### src/rtl/ram64_arbiter_pkg.sv
// ram64_arbiter_pkg: shared definitions for the ram64 arbiter slice.
//   ADDR_W_DEF / DATA_W_DEF : default RAM geometry (64 x 16)
//   state_e                 : sequencer state encoding
package ram64_arbiter_pkg;

    localparam int unsigned ADDR_W_DEF = 6;
    localparam int unsigned DATA_W_DEF = 16;

    typedef enum logic {
        ST_INIT  = 1'b0,
        ST_SERVE = 1'b1
    } state_e;

endpackage

### src/rtl/ram64_arbiter_if.sv
// ram64_arbiter_if: bundles both requester ports and the ram64 pin-side signals.
//   req*/we*/addr*/wdata*  : requester -> arbiter
//   ack*/rdata*/init_done  : arbiter -> requester (registered)
//   ram_address/ram_data_in/ram_write_enable : arbiter -> ram64
//   ram_data_out                             : ram64 -> arbiter
// Modports: slave = arbiter side, master = requesters plus RAM owner.
interface ram64_arbiter_if
    import ram64_arbiter_pkg::*;
#(
    parameter int unsigned ADDR_W = ADDR_W_DEF,
    parameter int unsigned DATA_W = DATA_W_DEF
);
    logic              req0;
    logic              req1;
    logic              we0;
    logic              we1;
    logic [ADDR_W-1:0] addr0;
    logic [ADDR_W-1:0] addr1;
    logic [DATA_W-1:0] wdata0;
    logic [DATA_W-1:0] wdata1;
    logic              ack0;
    logic              ack1;
    logic [DATA_W-1:0] rdata0;
    logic [DATA_W-1:0] rdata1;
    logic              init_done;
    logic [ADDR_W-1:0] ram_address;
    logic [DATA_W-1:0] ram_data_in;
    logic              ram_write_enable;
    logic [DATA_W-1:0] ram_data_out;

    modport slave (
        input  req0, req1, we0, we1, addr0, addr1, wdata0, wdata1, ram_data_out,
        output ack0, ack1, rdata0, rdata1, init_done,
        output ram_address, ram_data_in, ram_write_enable
    );

    modport master (
        output req0, req1, we0, we1, addr0, addr1, wdata0, wdata1, ram_data_out,
        input  ack0, ack1, rdata0, rdata1, init_done,
        input  ram_address, ram_data_in, ram_write_enable
    );
endinterface

### src/rtl/ram64_arbiter_rr_pick2.sv
// rr_pick2: combinational two-way round-robin picker.
//   elig[1:0]   : eligible requesters
//   last        : id of the most recent winner
//   grant_valid : some requester is eligible
//   grant_id    : winning requester (meaningful only with grant_valid)
module rr_pick2 (
    input  logic [1:0] elig,
    input  logic       last,
    output logic       grant_valid,
    output logic       grant_id
);
    assign grant_valid = |elig;
    // On a tie the requester that did not win last time goes next.
    assign grant_id    = (elig == 2'b11) ? ~last : elig[1];
endmodule

### src/rtl/ram64_arbiter.sv
// ram64_arbiter: round-robin arbiter/sequencer in front of one ram64.
//   clk        : clock, rising edge
//   rst        : synchronous active-low reset
//   bus        : ram64_arbiter_if.slave (requester ports, acks, RAM pins)
// After reset it optionally zero-fills the RAM, then grants one single-word
// access per clock. Acks and rdata are registered; RAM pins are combinational.
module ram64_arbiter
    import ram64_arbiter_pkg::*;
#(
    parameter int unsigned ADDR_W     = ADDR_W_DEF,
    parameter int unsigned DATA_W     = DATA_W_DEF,
    parameter bit          INIT_CLEAR = 1'b1
) (
    input logic            clk,
    input logic            rst,
    ram64_arbiter_if.slave bus
);
    localparam state_e RESET_STATE = INIT_CLEAR ? ST_INIT : ST_SERVE;

    state_e            state_q;
    logic [ADDR_W-1:0] cnt_q;
    logic              last_q;
    logic              ack0_q;
    logic              ack1_q;
    logic [DATA_W-1:0] rdata0_q;
    logic [DATA_W-1:0] rdata1_q;
    logic              init_done_q;

    logic [1:0]        elig;
    logic              grant_valid;
    logic              grant_id;
    logic              grant;

    logic [ADDR_W-1:0] ram_address;
    logic [DATA_W-1:0] ram_data_in;
    logic              ram_write_enable;

    // A request still held high during its own ack cycle is masked so it is
    // not served twice.
    assign elig = {bus.req1 & ~ack1_q, bus.req0 & ~ack0_q};

    rr_pick2 u_pick (
        .elig        (elig),
        .last        (last_q),
        .grant_valid (grant_valid),
        .grant_id    (grant_id)
    );

    assign grant = (state_q == ST_SERVE) && grant_valid;

    always_comb begin
        ram_address      = '0;
        ram_data_in      = '0;
        ram_write_enable = 1'b0;
        if (state_q == ST_INIT) begin
            ram_address      = cnt_q;
            ram_write_enable = 1'b1;
        end else if (grant) begin
            if (grant_id) begin
                ram_address      = bus.addr1;
                ram_data_in      = bus.wdata1;
                ram_write_enable = bus.we1;
            end else begin
                ram_address      = bus.addr0;
                ram_data_in      = bus.wdata0;
                ram_write_enable = bus.we0;
            end
        end
        // Never let a write reach the RAM while reset is asserted.
        if (!rst) begin
            ram_write_enable = 1'b0;
        end
    end

    always_ff @(posedge clk) begin
        if (!rst) begin
            state_q     <= RESET_STATE;
            cnt_q       <= '0;
            last_q      <= 1'b1;
            ack0_q      <= 1'b0;
            ack1_q      <= 1'b0;
            rdata0_q    <= '0;
            rdata1_q    <= '0;
            init_done_q <= !INIT_CLEAR;
        end else begin
            unique case (state_q)
                ST_INIT: begin
                    ack0_q <= 1'b0;
                    ack1_q <= 1'b0;
                    cnt_q  <= cnt_q + 1'b1;
                    if (cnt_q == '1) begin
                        state_q     <= ST_SERVE;
                        init_done_q <= 1'b1;
                    end
                end
                ST_SERVE: begin
                    ack0_q <= grant && !grant_id;
                    ack1_q <= grant && grant_id;
                    if (grant) begin
                        last_q <= grant_id;
                        // Sampled at the write edge too, so write acks carry
                        // the pre-write word.
                        if (grant_id) begin
                            rdata1_q <= bus.ram_data_out;
                        end else begin
                            rdata0_q <= bus.ram_data_out;
                        end
                    end
                end
                default: state_q <= RESET_STATE;
            endcase
        end
    end

    assign bus.ack0             = ack0_q;
    assign bus.ack1             = ack1_q;
    assign bus.rdata0           = rdata0_q;
    assign bus.rdata1           = rdata1_q;
    assign bus.init_done        = init_done_q;
    assign bus.ram_address      = ram_address;
    assign bus.ram_data_in      = ram_data_in;
    assign bus.ram_write_enable = ram_write_enable;
endmodule
### src/flat_wrapper.sv
// flat-port wrapper written by rule: the top's interface ports become plain ports
module ram64_arbiter_flat import ram64_arbiter_pkg::*;
#(
    parameter int unsigned ADDR_W     = ADDR_W_DEF,
    parameter int unsigned DATA_W     = DATA_W_DEF,
    parameter bit          INIT_CLEAR = 1'b1
)
  (clk, rst, bus_req0, bus_req1, bus_we0, bus_we1, bus_addr0, bus_addr1, bus_wdata0, bus_wdata1, bus_ram_data_out, bus_ack0, bus_ack1, bus_rdata0, bus_rdata1, bus_init_done, bus_ram_address, bus_ram_data_in, bus_ram_write_enable);
  ram64_arbiter_if #(.ADDR_W(ADDR_W), .DATA_W(DATA_W)) bus_i ();
  input logic clk;
  input logic rst;
  input wire logic [$bits(bus_i.req0)-1:0] bus_req0;
  input wire logic [$bits(bus_i.req1)-1:0] bus_req1;
  input wire logic [$bits(bus_i.we0)-1:0] bus_we0;
  input wire logic [$bits(bus_i.we1)-1:0] bus_we1;
  input wire logic [$bits(bus_i.addr0)-1:0] bus_addr0;
  input wire logic [$bits(bus_i.addr1)-1:0] bus_addr1;
  input wire logic [$bits(bus_i.wdata0)-1:0] bus_wdata0;
  input wire logic [$bits(bus_i.wdata1)-1:0] bus_wdata1;
  input wire logic [$bits(bus_i.ram_data_out)-1:0] bus_ram_data_out;
  output wire logic [$bits(bus_i.ack0)-1:0] bus_ack0;
  output wire logic [$bits(bus_i.ack1)-1:0] bus_ack1;
  output wire logic [$bits(bus_i.rdata0)-1:0] bus_rdata0;
  output wire logic [$bits(bus_i.rdata1)-1:0] bus_rdata1;
  output wire logic [$bits(bus_i.init_done)-1:0] bus_init_done;
  output wire logic [$bits(bus_i.ram_address)-1:0] bus_ram_address;
  output wire logic [$bits(bus_i.ram_data_in)-1:0] bus_ram_data_in;
  output wire logic [$bits(bus_i.ram_write_enable)-1:0] bus_ram_write_enable;
  assign bus_i.req0 = bus_req0;
  assign bus_i.req1 = bus_req1;
  assign bus_i.we0 = bus_we0;
  assign bus_i.we1 = bus_we1;
  assign bus_i.addr0 = bus_addr0;
  assign bus_i.addr1 = bus_addr1;
  assign bus_i.wdata0 = bus_wdata0;
  assign bus_i.wdata1 = bus_wdata1;
  assign bus_i.ram_data_out = bus_ram_data_out;
  assign bus_ack0 = bus_i.ack0;
  assign bus_ack1 = bus_i.ack1;
  assign bus_rdata0 = bus_i.rdata0;
  assign bus_rdata1 = bus_i.rdata1;
  assign bus_init_done = bus_i.init_done;
  assign bus_ram_address = bus_i.ram_address;
  assign bus_ram_data_in = bus_i.ram_data_in;
  assign bus_ram_write_enable = bus_i.ram_write_enable;
  ram64_arbiter #(.ADDR_W(ADDR_W), .DATA_W(DATA_W), .INIT_CLEAR(INIT_CLEAR)) u_core (.clk(clk), .rst(rst), .bus(bus_i));
endmodule
### config.mk
export PLATFORM = sky130hd
export DESIGN_NAME = ram64_arbiter_flat
export DESIGN_NICKNAME = d
export VERILOG_FILES = /design/src/rtl/ram64_arbiter_pkg.sv /design/src/rtl/ram64_arbiter_if.sv /design/src/rtl/ram64_arbiter_rr_pick2.sv /design/src/rtl/ram64_arbiter.sv /design/src/flat_wrapper.sv
export SDC_FILE = /design/constraint.sdc
export NUM_CORES = 1
export LEC_CHECK = 0
export ABC_CLOCK_PERIOD_IN_PS = 2100
export CAP_MARGIN = 20
export CORE_UTILIZATION = 37
export DETAILED_ROUTE_END_ITERATION = 7
export PLACE_DENSITY_LB_ADDON = 0.2
export SLEW_MARGIN = 5
export SYNTH_ARGS = -nofsm -noshare
export SYNTH_HDL_FRONTEND = slang
export SYNTH_SLANG_ARGS = --single-unit
### constraint.sdc
create_clock -name clk -period 2.1 [get_ports clk]
set_input_delay 0.315 -clock clk [delete_from_list [all_inputs] [get_ports clk]]
set_output_delay 0.315 -clock clk [all_outputs]
set_load 0.05 [all_outputs]
# Word-level counts from Yosys, hierarchy flattened

Cells that the tools add are included.

$add $sub $neg: 1
Bitwise gates (word level): 7
Mux-type cells: 15
Equality and inequality tests: 2
Reduce and logical (&&, ||, !) cells: 9

Operators with widths:

| operator                                    | count |
|---|---|
| 2-to-1 mux 16 bit                           | 3 |
| 2-to-1 mux 6 bit                            | 3 |
| 2-to-1 mux 1 bit                            | 7 |
| adder 6 x 1 -> 6 bit, second input constant | 1 |
| == test 6 bit, second input constant        | 1 |
| AND reduction 3 bit                         | 2 |
| inverter 1 bit                              | 5 |
| case mux 1 bit (2 select lines)             | 2 |
| AND reduction 2 bit                         | 2 |
| logical AND 1 bit                           | 3 |
| bitwise AND 1 bit                           | 2 |
| == test 2 bit, second input constant        | 1 |
| OR reduction 2 bit                          | 1 |
| zero test 1 bit                             | 1 |

Bits in registers: 43
Input port bits: 66
Output and inout bits: 58
Logic and storage cells: 42

# Longest topological paths before layout

Depth after elaboration: 8
Depth in mapped cells: 5
Depth with buffers taken out: 4

# Cells and area by module

Synthesis repeated with hierarchy kept, for this count alone.

Cell total of the unflattened synthesis: 226
Area, all modules: 2003.2 um2

Modules (own cells, without submodules):

| module        | area an instance (um2) | times used | sequential area each (um2) | cells each |
|---|---|---|---|---|
| ram64_arbiter | 1989.4                 | 1          | 860.8                      | 224 |
| rr_pick2      | 13.8                   | 1          | 0.0                        | 2 |

# Least setup slack after synthesis

Ideal clock, no wire load.

Kind: register -> output
From: reg u_core.ack1_q, in the netlist u_core.bus.ack1
To: out bus_ram_data_in[12]
Path buffers: 1
Data arrival time: 1924 ps
Path slack: -139 ps
Data required time: 1785 ps
Cell stages (with the launch flop): 5
Cells stage by stage: dfxtp_1 nor3b_2 nor4b_4 buf_6 a22o_1

Cells in the longest elaborated chain, start to end: 7
Elaborated cells between the ends (all ways): 9
Classes of those cells: eq/ne (1); mux (4); bitwise (2); reduce/logical (2)

Ends and longest elaborated chain:

| item                   | line                         | RTL |
|---|---|---|
| start, declared        | ram64_arbiter.sv:24          | `logic ack1_q;` |
| start signal, assigned | ram64_arbiter.sv:98          | `ack1_q <= grant && grant_id;` |
| inverter 1 bit *       | ram64_arbiter.sv:40          | `assign elig = {bus.req1 & ~ack1_q, bus.req0 & ~ack0_q};` |
| bitwise AND 1 bit *    | ram64_arbiter.sv:40          |  |
| == test 2 bit          | ram64_arbiter_rr_pick2.sv:14 | `assign grant_id = (elig == 2'b11) ? ~last : elig[1];` |
| 2-to-1 mux 1 bit       | ram64_arbiter_rr_pick2.sv:14 |  |
| 2-to-1 mux 16 bit      | ram64_arbiter.sv:59          | `if (grant_id) begin` |
| 2-to-1 mux 16 bit *    | ram64_arbiter.sv:58          | `end else if (grant) begin` |
| 2-to-1 mux 16 bit *    | ram64_arbiter.sv:55          | `if (state_q == ST_INIT) begin` |
| end, declared          | flat_wrapper.sv:27           | `output wire logic [$bits(bus_i.ram_data_in)-1:0] bus_ram_data_in;` |

Every way passes the cells marked *; elsewhere a longest branch is shown, timed or not.

# Worst setup path after layout

From: reg u_core.last_q
To: out bus_ram_write_enable

Cells in the longest elaborated chain, start to end: 6

Ends and longest elaborated chain:

| item                   | line                         | RTL |
|---|---|---|
| start, declared        | ram64_arbiter.sv:22          | `logic last_q;` |
| start signal, assigned | ram64_arbiter.sv:100         | `last_q <= grant_id;` |
| inverter 1 bit         | ram64_arbiter_rr_pick2.sv:14 |  |
| 2-to-1 mux 1 bit       | ram64_arbiter_rr_pick2.sv:14 |  |
| 2-to-1 mux 1 bit       | ram64_arbiter.sv:59          |  |
| 2-to-1 mux 1 bit       | ram64_arbiter.sv:58          |  |
| 2-to-1 mux 1 bit       | ram64_arbiter.sv:55          |  |
| 2-to-1 mux 1 bit       | ram64_arbiter.sv:70          | `if (!rst) begin` |
| end, declared          | flat_wrapper.sv:28           | `output wire logic [$bits(bus_i.ram_write_enable)-1:0] bus_ram_write_enable;` |

Every way passes these cells.

==> results_dict.tcl <==
set metrics [dict create \
    regToRegSetupSlack_ns 0.47 \
    finish.instance_area_mm2 0.003767 \
    fin_worst_hold_slack_ns 0.4420 \
    ys_ff_latch 43 \
    syn_area_mm2 0.001982 \
    cp.depth 6 \
    mostFrequentLayoutCell "clkdlybuf4s50_1" \
    finalClockSkew_ns 0.003124 \
    setup-tns-final_ns 0 \
    drc_errors 0 \
    max_stage_delay_ns 0.41 \
    numCtsBuffers 5 \
    multi_input_area_mm2 0.001051 \
    maxSlewHeadroom_pct 60.51 \
    fillCellCount 408 \
    syn_area_per_cell_um2 9.574 \
    path_class "reg2out" \
    setup_viol 0 \
    end_kind "output pin" \
    crit_path_frequent_cell "buf_4" \
    wl_per_cell_um 14.48 \
    crit_buf_inv 3 \
    clk_latency_ns 0.28 \
    drv_cap 0 \
    async_flop_share_pct 0 \
    path_cells "nor3b_4 > buf_4 > buf_4 > nor4bb_1 > o31a_1 > buf_4" \
    power_density_mw_per_mm2 452.6 \
    synth-main-ff-cell "dfxtp_1" \
    cts_hold_buf 0 \
    antenna_found_initial 0 \
    coreArea_mm2 0.005140 \
    grt_overflow 0 \
    yosysTopAreaCellShare_pct 43.43 \
    syn_to_final_growth_pct 90.09 \
    final_max_slew_viol_count 0 \
    fin_crit_ns 2.037 \
    cts_buffer_depth 2 \
    gp_congestion 0.7571 \
    hold_end "u_core.last_q$_SDFFE_PN1P_" \
    synth_edf_count 0 \
    synthTopCellsByArea "dfxtp_1, mux2i_1, nand2_1, a22o_1, a221o_1" \
    wl_um 6022 \
    clk_pin_slew_ns 0.08 \
    dieArea_mm2 0.005654 \
    vias_per_cell 4.858 \
    p_int_mw 1.347 \
    rsz0062_at_grt "no" \
    total_power_mw 1.705 \
    switching_share_pct 20.97 \
    combPwrFrac_pct 13.4 \
    num_vias 2021 \
    yosys_warnings 0 \
    grt_usage_pct 20.71 \
    synth_top_area_cell "dfxtp_1" \
    layout_common_cells "clkdlybuf4s50_1, nand2_1, dfxtp_1" \
    whs_path_depth 2 \
    leakagePower_nw 1.430 \
    startpoint_type "flop" \
    cp.arrival_ns 1.72 \
    io_buffers 123 \
    diodes 0 \
    fp.dieH_um 75.19 \
    num_rows 26 \
    placed_area_mm2 0.003550 \
    first_iter_violations 35 \
    syn_inst 207 \
    ff2ff_path_depth 5 \
    cp_data_required_time_ns 1.78 \
    hold_path.class "in2reg" \
    grt_pass1_wl_um 8852 \
    min_from "rst" \
    cp_max_fo 4 \
    post_route_cells_drive_above_1_share_pct 18.50 \
    cts_tree "built" \
    die_x_um 75.19 \
    clockRootBuffer "clkbuf_8" \
    r2r_end "u_core.bus.rdata0[6]$_SDFFE_PN0P_" \
    cp_top_family "buffers and inverters" \
    max-vdd-ir-drop_v 0.0004442 \
    status "finished clean" \
    grt_pass1_vias 1946 \
    initial_core_util_pct 38.56 \
    fin_crit_sh_pct 97.01 \
    regArea_um2 869.6 \
    htree_levels 2 \
    dp_hpwl_um 4493 \
    drtPass1Iterations 4 \
    max_freq_mhz 490.9 \
    worstMarginPinSlew_ns 0.5905 \
    synth-seq-area-share_pct 43.43 \
    synth_cell_type_count 33 \
    io_pins 124 \
    pwr-share-seq_pct 48.2 \
    cts.sinks 43 \
    route.antenna.remaining_nets 0 \
    clock_power_share_pct 38.4 \
    finalHoldViolations 0 \
    synth_nets 274 \
    grt_max_degree 40 \
    fin_nets 412 \
    crit_slowest_cell "dfxtp_1" \
    net-switching-power_mw 0.3575 \
    worstReg2RegStart "u_core.state_q$_SDFF_PN0_" \
]
-- worst max path at each step --
stage	from	slack, ns	to
finish	u_core.last_q$_SDFFE_PN1P_	0.06	bus_ram_write_enable
global route	u_core.state_q$_SDFF_PN0_	0.004	bus_ram_data_in[14]
CTS	u_core.last_q$_SDFFE_PN1P_	0.006	bus_ram_address[0]
detailed placement	bus_req1	-0.07	bus_ram_data_in[10]
global placement	bus_req1	-0.02	bus_ram_address[0]
floorplan	u_core.bus.ack1$_SDFF_PN0_	0.06	bus_ram_data_in[12]
-- final cells by class --
| class | count | area share [%] |
|---|---|---|
| timing repair buffer | 146 | 43.37 |
| clock buffer | 6 | 2.192 |
| inverter | 2 | 0.1993 |
| clock inverter | 2 | 0.9299 |
| sequential | 43 | 23.08 |
| multi-input combinational | 147 | 27.90 |
| tap | 70 | 2.325 |
-- power groups by stage --
stage	Sequential (mW)	Clock [mW]	Combinational, mW
global route	0.824	0.702	0.244
detailed placement	0.844	0	0.228
global placement	0.843	0	0.227
floorplan	0.842	0	0.0699
CTS	0.824	0.670	0.228
finish	0.822	0.655	0.228
-- layer usage --
metal  vias to the layer above  routed length, um  global-route usage, %
met5                         -                  0                      0
met4                         0                106                  5.556
met3                         8                832                  8.434
met2                        99               2769                  36.14
met1                       915               2313                  23.48
li1                        999                  -                      -
-- stage by stage --
step | cells | setup slack (ns) | util (%)
global route | 416 | 0.003573 | 73.30
global placement | 399 | -0.02358 | 69.06
finish | 416 | 0.06279 | 73.30
floorplan | 207 | 0.05713 | -
CTS | 412 | 0.005943 | 72.32
detailed placement | 399 | -0.06826 | 69.06
-- state kept, by name (all words and copies together), names as in the netlist --
register and cells:
u_core.last_q 1, u_core.bus.ack1 1, u_core.bus.rdata0 16, u_core.cnt_q 6, u_core.bus.init_done 1, u_core.state_q 1
u_core.bus.rdata1 16, u_core.bus.ack0 1
-- timing repair --
| action | 4_1_cts | 5_1_grt |
|---|---|---|
| setup endpoints to repair | 20 | 20 |
| pin swaps | 5 | 7 |
| gates resized for setup | 7 | 4 |
| setup buffers | 4 | 7 |
| gates cloned | 1 | 0 |
-- synth_stat cells, types with 2 or more instances --
| library cell | number |
|---|---|
| a22o_1 | 16 |
| clkbuf_1 | 9 |
| mux2i_1 | 34 |
| and3_1 | 2 |
| a221o_1 | 6 |
| nand2_1 | 49 |
| nor2_1 | 7 |
| xnor2_1 | 3 |
| o21a_1 | 2 |
| buf_6 | 3 |
| nand4b_1 | 4 |
| nor2b_1 | 5 |
| dfxtp_1 | 43 |
| and2_1 | 4 |
| buf_2 | 2 |
-- worst register-to-register path: stages, from the launching register on --
cell	delay, ns
dfxtp_4	0.36
inv_2	0.08
nor4b_4	0.41
buf_4	0.22
buf_4	0.25
mux2i_1	0.23
-- cell families after synthesis --
group	Yosys count	synth area share (%)
simple gates	82	20.96
xor+xnor	3	1.326
mux	34	17.17
fa+ha+maj	1	0.6312
buf+inv	17	4.671
compound gates	27	11.80
flops	43	43.43
Note: power is estimated with default switching activity, not from simulation.
